[config.mk]
export PLATFORM = sky130hd
export DESIGN_NAME = instr_fetch_queue
export DESIGN_NICKNAME = d
export VERILOG_FILES = /design/src/rtl/instr_fetch_queue.sv
export SDC_FILE = /design/constraint.sdc
export NUM_CORES = 1
export LEC_CHECK = 0
export ABC_CLOCK_PERIOD_IN_PS = 3400
export CAP_MARGIN = 5
export CORE_MARGIN = 3
export CORE_UTILIZATION = 49
export CTS_BUF_LIST = sky130_fd_sc_hd__clkbuf_16
export DETAILED_ROUTE_END_ITERATION = 16
export PLACE_DENSITY = 0.8
export SETUP_SLACK_MARGIN = 0.4
export SLEW_MARGIN = 20
export SYNTH_ARGS = -nofsm -noshare
export SYNTH_HDL_FRONTEND = slang
export SYNTH_SLANG_ARGS = --single-unit
[constraint.sdc]
create_clock -name clk -period 3.4 [get_ports clk]
set_input_delay 1.02 -clock clk [delete_from_list [all_inputs] [get_ports clk]]
set_output_delay 1.02 -clock clk [all_outputs]
set_load 0.01 [all_outputs]
[src/rtl/instr_fetch_queue.sv]
// Instruction fetch stage: owns the fetch PC, drives memory read port 0 and buffers {instr, pc} for decode.
// Define FETCH_BYPASS_EN to present a freshly fetched word in the same cycle when the queue is empty.
module instr_fetch_queue #(
    parameter int          DEPTH    = 4,
    parameter logic [31:0] RESET_PC = 32'h0
) (
    input  logic                     clk,
    input  logic                     rst,
    output logic [31:0]              mem_raddr,
    input  logic [31:0]              mem_rdata,
    input  logic                     mem_busy,
    input  logic                     redirect_valid,
    input  logic [31:0]              redirect_pc,
    output logic                     out_valid,
    input  logic                     out_ready,
    output logic [31:0]              out_instr,
    output logic [31:0]              out_pc,
    output logic [$clog2(DEPTH):0]   count
);
    localparam int          AW         = $clog2(DEPTH);
    localparam logic [AW:0] FULL_COUNT = (AW+1)'(DEPTH);

    logic [31:0]   fetch_pc;
    logic [31:0]   instr_q [DEPTH];
    logic [31:0]   pc_q    [DEPTH];
    logic [AW-1:0] rd_ptr;
    logic [AW-1:0] wr_ptr;
    logic          not_empty;
    logic          full;
    logic          pop;
    logic          fetch;
    logic          push;
    logic          bypass_hit;
    logic          bypass_take;

    assign not_empty = (count != '0);
    assign full      = (count == FULL_COUNT);
    assign pop       = not_empty && out_ready && !redirect_valid;
    // Pop only comes from stored entries, so a full queue can refill in the cycle it drains.
    assign fetch     = rst && !mem_busy && !redirect_valid && (!full || pop);

`ifdef FETCH_BYPASS_EN
    assign bypass_hit = fetch && !not_empty;
`else
    assign bypass_hit = 1'b0;
`endif

    assign bypass_take = bypass_hit && out_ready;
    assign push        = fetch && !bypass_take;
    assign mem_raddr   = fetch_pc;
    assign out_valid   = !redirect_valid && (not_empty || bypass_hit);

    always_comb begin
        out_instr = '0;
        out_pc    = '0;
        if (out_valid) begin
            if (not_empty) begin
                out_instr = instr_q[rd_ptr];
                out_pc    = pc_q[rd_ptr];
            end else begin
                out_instr = mem_rdata;
                out_pc    = fetch_pc;
            end
        end
    end

    // Redirect wins over everything; flushed entries stay in the array but are never exposed.
    always_ff @(posedge clk or negedge rst) begin
        if (!rst) begin
            fetch_pc <= RESET_PC;
            rd_ptr   <= '0;
            wr_ptr   <= '0;
            count    <= '0;
        end else if (redirect_valid) begin
            fetch_pc <= redirect_pc;
            rd_ptr   <= '0;
            wr_ptr   <= '0;
            count    <= '0;
        end else begin
            if (fetch) begin
                fetch_pc <= fetch_pc + 32'd1;
            end
            if (push) begin
                wr_ptr <= wr_ptr + 1'b1;
            end
            if (pop) begin
                rd_ptr <= rd_ptr + 1'b1;
            end
            case ({push, pop})
                2'b10:   count <= count + 1'b1;
                2'b01:   count <= count - 1'b1;
                default: count <= count;
            endcase
        end
    end

    always_ff @(posedge clk) begin
        if (push) begin
            instr_q[wr_ptr] <= mem_rdata;
            pc_q[wr_ptr]    <= fetch_pc;
        end
    end

endmodule
==> impl_summary.log <==
INFO  metric residual_drc_count = 0
INFO  metric postSynthRegisterBits = 295
INFO  metric grt_overflow_total = 0
INFO  metric yosys-top-cells-area = edfxtp_1 63%, mux4_2 12%, dfrtp_1 8.1%
INFO  metric die_w = 163 um
INFO  metric mean_syn_cell_area = 17.4 um^2
INFO  metric finish.net_count = 1015
INFO  metric netSwitchingPower = 2670 uW
INFO  metric crit_path_start_kind = flip-flop
INFO  metric placement.io_buffers = 168
INFO  metric final_cell_mix = 256 x edfxtp_1, 101 x clkdlybuf4s50_1, 64 x mux4_2
INFO  metric num_io_pins = 169
INFO  metric drv.max_cap_violation_count = 0
INFO  metric synth_top_area_share = 0.634
INFO  metric antenna_found_initial = 0
INFO  metric fp-row-count = 56
INFO  metric share_of_the_clock_period_used_by_the_worst_path_after_layout = 0.954
INFO  metric first_global_vias = 7538
INFO  metric routed_via_density = 5.86
INFO  metric synthesis.area = 12100 um^2
INFO  metric final_common_cell = edfxtp_1
INFO  metric timing.critical_path.to_type = primary output
INFO  metric place.detailed.hpwl = 17000 um
INFO  metric floorplan.die_area = 26700 um^2
INFO  metric critical_path_class = reg2out
INFO  metric power_density = 644 nW/um^2
INFO  metric layout_setup_ws = 0.156 ns
INFO  metric fin_crit = 3.24 ns
INFO  metric setup_tns_final = 0 ns
INFO  metric maximum_clock_path_buffer_count = 3
INFO  metric postPlaceCellArea = 14500 um^2
INFO  metric comb_power_share = 0.305
INFO  metric diodes = 0
INFO  metric cts-htree-levels = 1
INFO  metric synthFlopType = edfxtp_1
INFO  metric synth.distinct_cells = 48
INFO  metric dp_worst_setup_slack = -0.205 ns
INFO  metric clock_sinks = 295
INFO  metric yosys.area.top_type = edfxtp_1
INFO  metric cts.root.buffer_cell = clkbuf_16
INFO  metric cell_area_after_layout = 16200 um^2
INFO  metric route.final.wire_length = 29000 um
INFO  metric setup_viol = 0
INFO  metric timing_worst_slew_pin_value = 0.896 ns
INFO  metric synth_fp_nets = 770
INFO  metric tritoncts.num_buffers = 28
INFO  metric post_route_cells_drive_above_1_share = 0.327
INFO  metric clock_latency = 0.53 ns
INFO  metric routabilityCongestion = 0.835
INFO  metric core_region_area = 23900 um^2
INFO  metric proportion_of_synthesized_chip_area_in_sequential_cells = 0.715
INFO  metric p_clk_frac = 0.289
INFO  metric power.switching_fraction = 0.256
INFO  metric clk_pin_slew_worst_paths = 0.06 ns
INFO  metric timing_hold_violations_final = 0
INFO  metric grt_use_total = 0.220
INFO  metric min-delay-path-class = in2async
INFO  metric clock_skew = 0.0107 ns
INFO  metric cell_count_after_synthesis = 695
INFO  metric cts_tree = done
INFO  metric syn2layout_area_growth = 33.9%
INFO  metric start_util = 0.507
INFO  metric rsz0062_at_grt = true
INFO  metric die_height = 163 um
INFO  metric violation_count_after_the_first_detailed_route_iteration = 718
INFO  metric number_of_enable_type_register_cells_in_the_synthesized_netlist = 256
INFO  metric sequentialPowerShare = 0.406
INFO  metric required = 2.38 ns
INFO  metric grt_start_max_net_pins = 47
INFO  metric vias = 7505
INFO  metric maxClockFrequency = 308 MHz
INFO  metric cts_hold_repair.buffers = 0
INFO  metric final-max-slew-violation-count = 0
INFO  metric cp_data_arrival_time = 2.22 ns
INFO  metric route.detailed.wl_per_inst = 22.7 um
INFO  metric status = complete, no violations
INFO  metric first_pass_iters = 5
INFO  metric leakage = 0.00565 uW
INFO  metric maximum_fanout_along_the_worst_path = 7
INFO  metric async_s_r_ff_share_synth = 0.132
INFO  metric internal_power = 7770 uW
INFO  metric yosys_warnings = 0
INFO  metric grt_pass1_wl = 44600 um
INFO  metric remaining_antenna_violation_count = 0
INFO  metric timing.max_slew.rel_slack = 0.402
INFO  metric vdd_drop_max = 0.427 mV
## worst max-delay path, stage by stage (launching register included)
cell and delay [ns]:
dfrtp_4 0.56, buf_6 0.15, buf_12 0.11, buf_16 0.14, mux4_2 0.46, and2_4 0.16
buf_6 0.11
## power by group through the flow
stage / registers [uW] / logic, uW / clock network [uW]
floorplan: 4270 / 1160 / 0
CTS: 4230 / 2980 / 3070
detailed placement: 4320 / 2160 / 0
global placement: 4320 / 2130 / 0
finish: 4240 / 3180 / 3020
global route: 4250 / 3390 / 3240
## timing repair
| action | 4_1_cts | 5_1_grt |
|---|---|---|
| buffers inserted | 38 | 5 |
| gates resized for setup | 352 | 45 |
| cloned | 9 | 1 |
| endpoints found under the setup margin | 65 | 65 |
| hold endpoints to repair | 0 | 0 |
| pin swaps | 60 | 12 |
## path summary, 6_finish.rpt
| kind | from | cells after the start | end | slack [ns] |
|---|---|---|---|---|
| max | rd_ptr[0]$_DFFE_PN0P_ | 6 | out_pc[13] | 0.16 |
| max in group asynchronous | rst | 2 | rd_ptr[0]$_DFFE_PN0P_ | 2.42 |
| min reg2reg | mem_raddr[27]$_DFFE_PN0P_ | 0 | pc_q[1][27]$_DFFE_PP_ | 0.64 |
| min | rst | 1 | mem_raddr[1]$_DFFE_PN0P_ | 0.36 |
| max reg2reg | mem_raddr[2]$_DFFE_PN0P_ | 4 | mem_raddr[18]$_DFFE_PN0P_ | 0.72 |
| min in group clk | mem_raddr[27]$_DFFE_PN0P_ | 0 | pc_q[1][27]$_DFFE_PP_ | 0.64 |
## metrics by stage
stage | util | hold WS [ns] | cells | power [uW]
after floorplan | - | 0.562 | 695 | 5430
after global placement | 0.605 | 0.597 | 1176 | 6450
after detailed placement | 0.605 | 0.610 | 1176 | 6490
after CTS | 0.669 | 0.344 | 1275 | 10300
after global routing | 0.679 | 0.353 | 1281 | 10900
final | 0.679 | 0.359 | 1281 | 10400
## flip-flops by register name (all words and copies together), names as in the netlist
register and count:
count 3, pc_q 128, instr_q 128, mem_raddr 32, rd_ptr 2, wr_ptr 2
## synth_stat cells (6+ instances only)
cell type  count
and2_1        67
inv_1          6
and3_1         8
or4_1         17
nand2_1       24
mux4_2        64
xor2_1         7
edfxtp_1     256
dfrtp_1       39
a31oi_1       18
nor2_1        26
o31ai_1       15
buf_2          9
o21ai_0       16
nand4_1       16
clkbuf_1      24
nor4_1         7
nand3_1       16
## routing by layer
metal | GRT usage | wire, um
met3 | 0.0391 | 2430
met1 | 0.323 | 12000
met2 | 0.352 | 14000
met4 | 0.0492 | 550
met5 | 0 | 0
## final cells by class
type | count | area (um^2)
Clock buffer | 29 | 726
Clock inverter | 23 | 175
Fill cell | 1551 | 7670
Inverter | 6 | 22.5
Multi-Input combinational cell | 354 | 3410
Sequential cell | 295 | 8670
Tap cell | 319 | 399
Timing Repair Buffer | 255 | 2820
## kinds of logic after synthesis
| kind of cell | Yosys count | synth area share |
|---|---|---|
| AOI/OAI and AO/OA | 66 | 0.0355 |
| xor gates and xnor gates | 10 | 0.00723 |
| adders and majority gates | 6 | 0.00682 |
| buffers and inverters | 46 | 0.0161 |
| DFF | 295 | 0.715 |
| muxes | 67 | 0.122 |
| and+or+nand+nor | 205 | 0.0977 |
(Power assumes the default switching activity.)
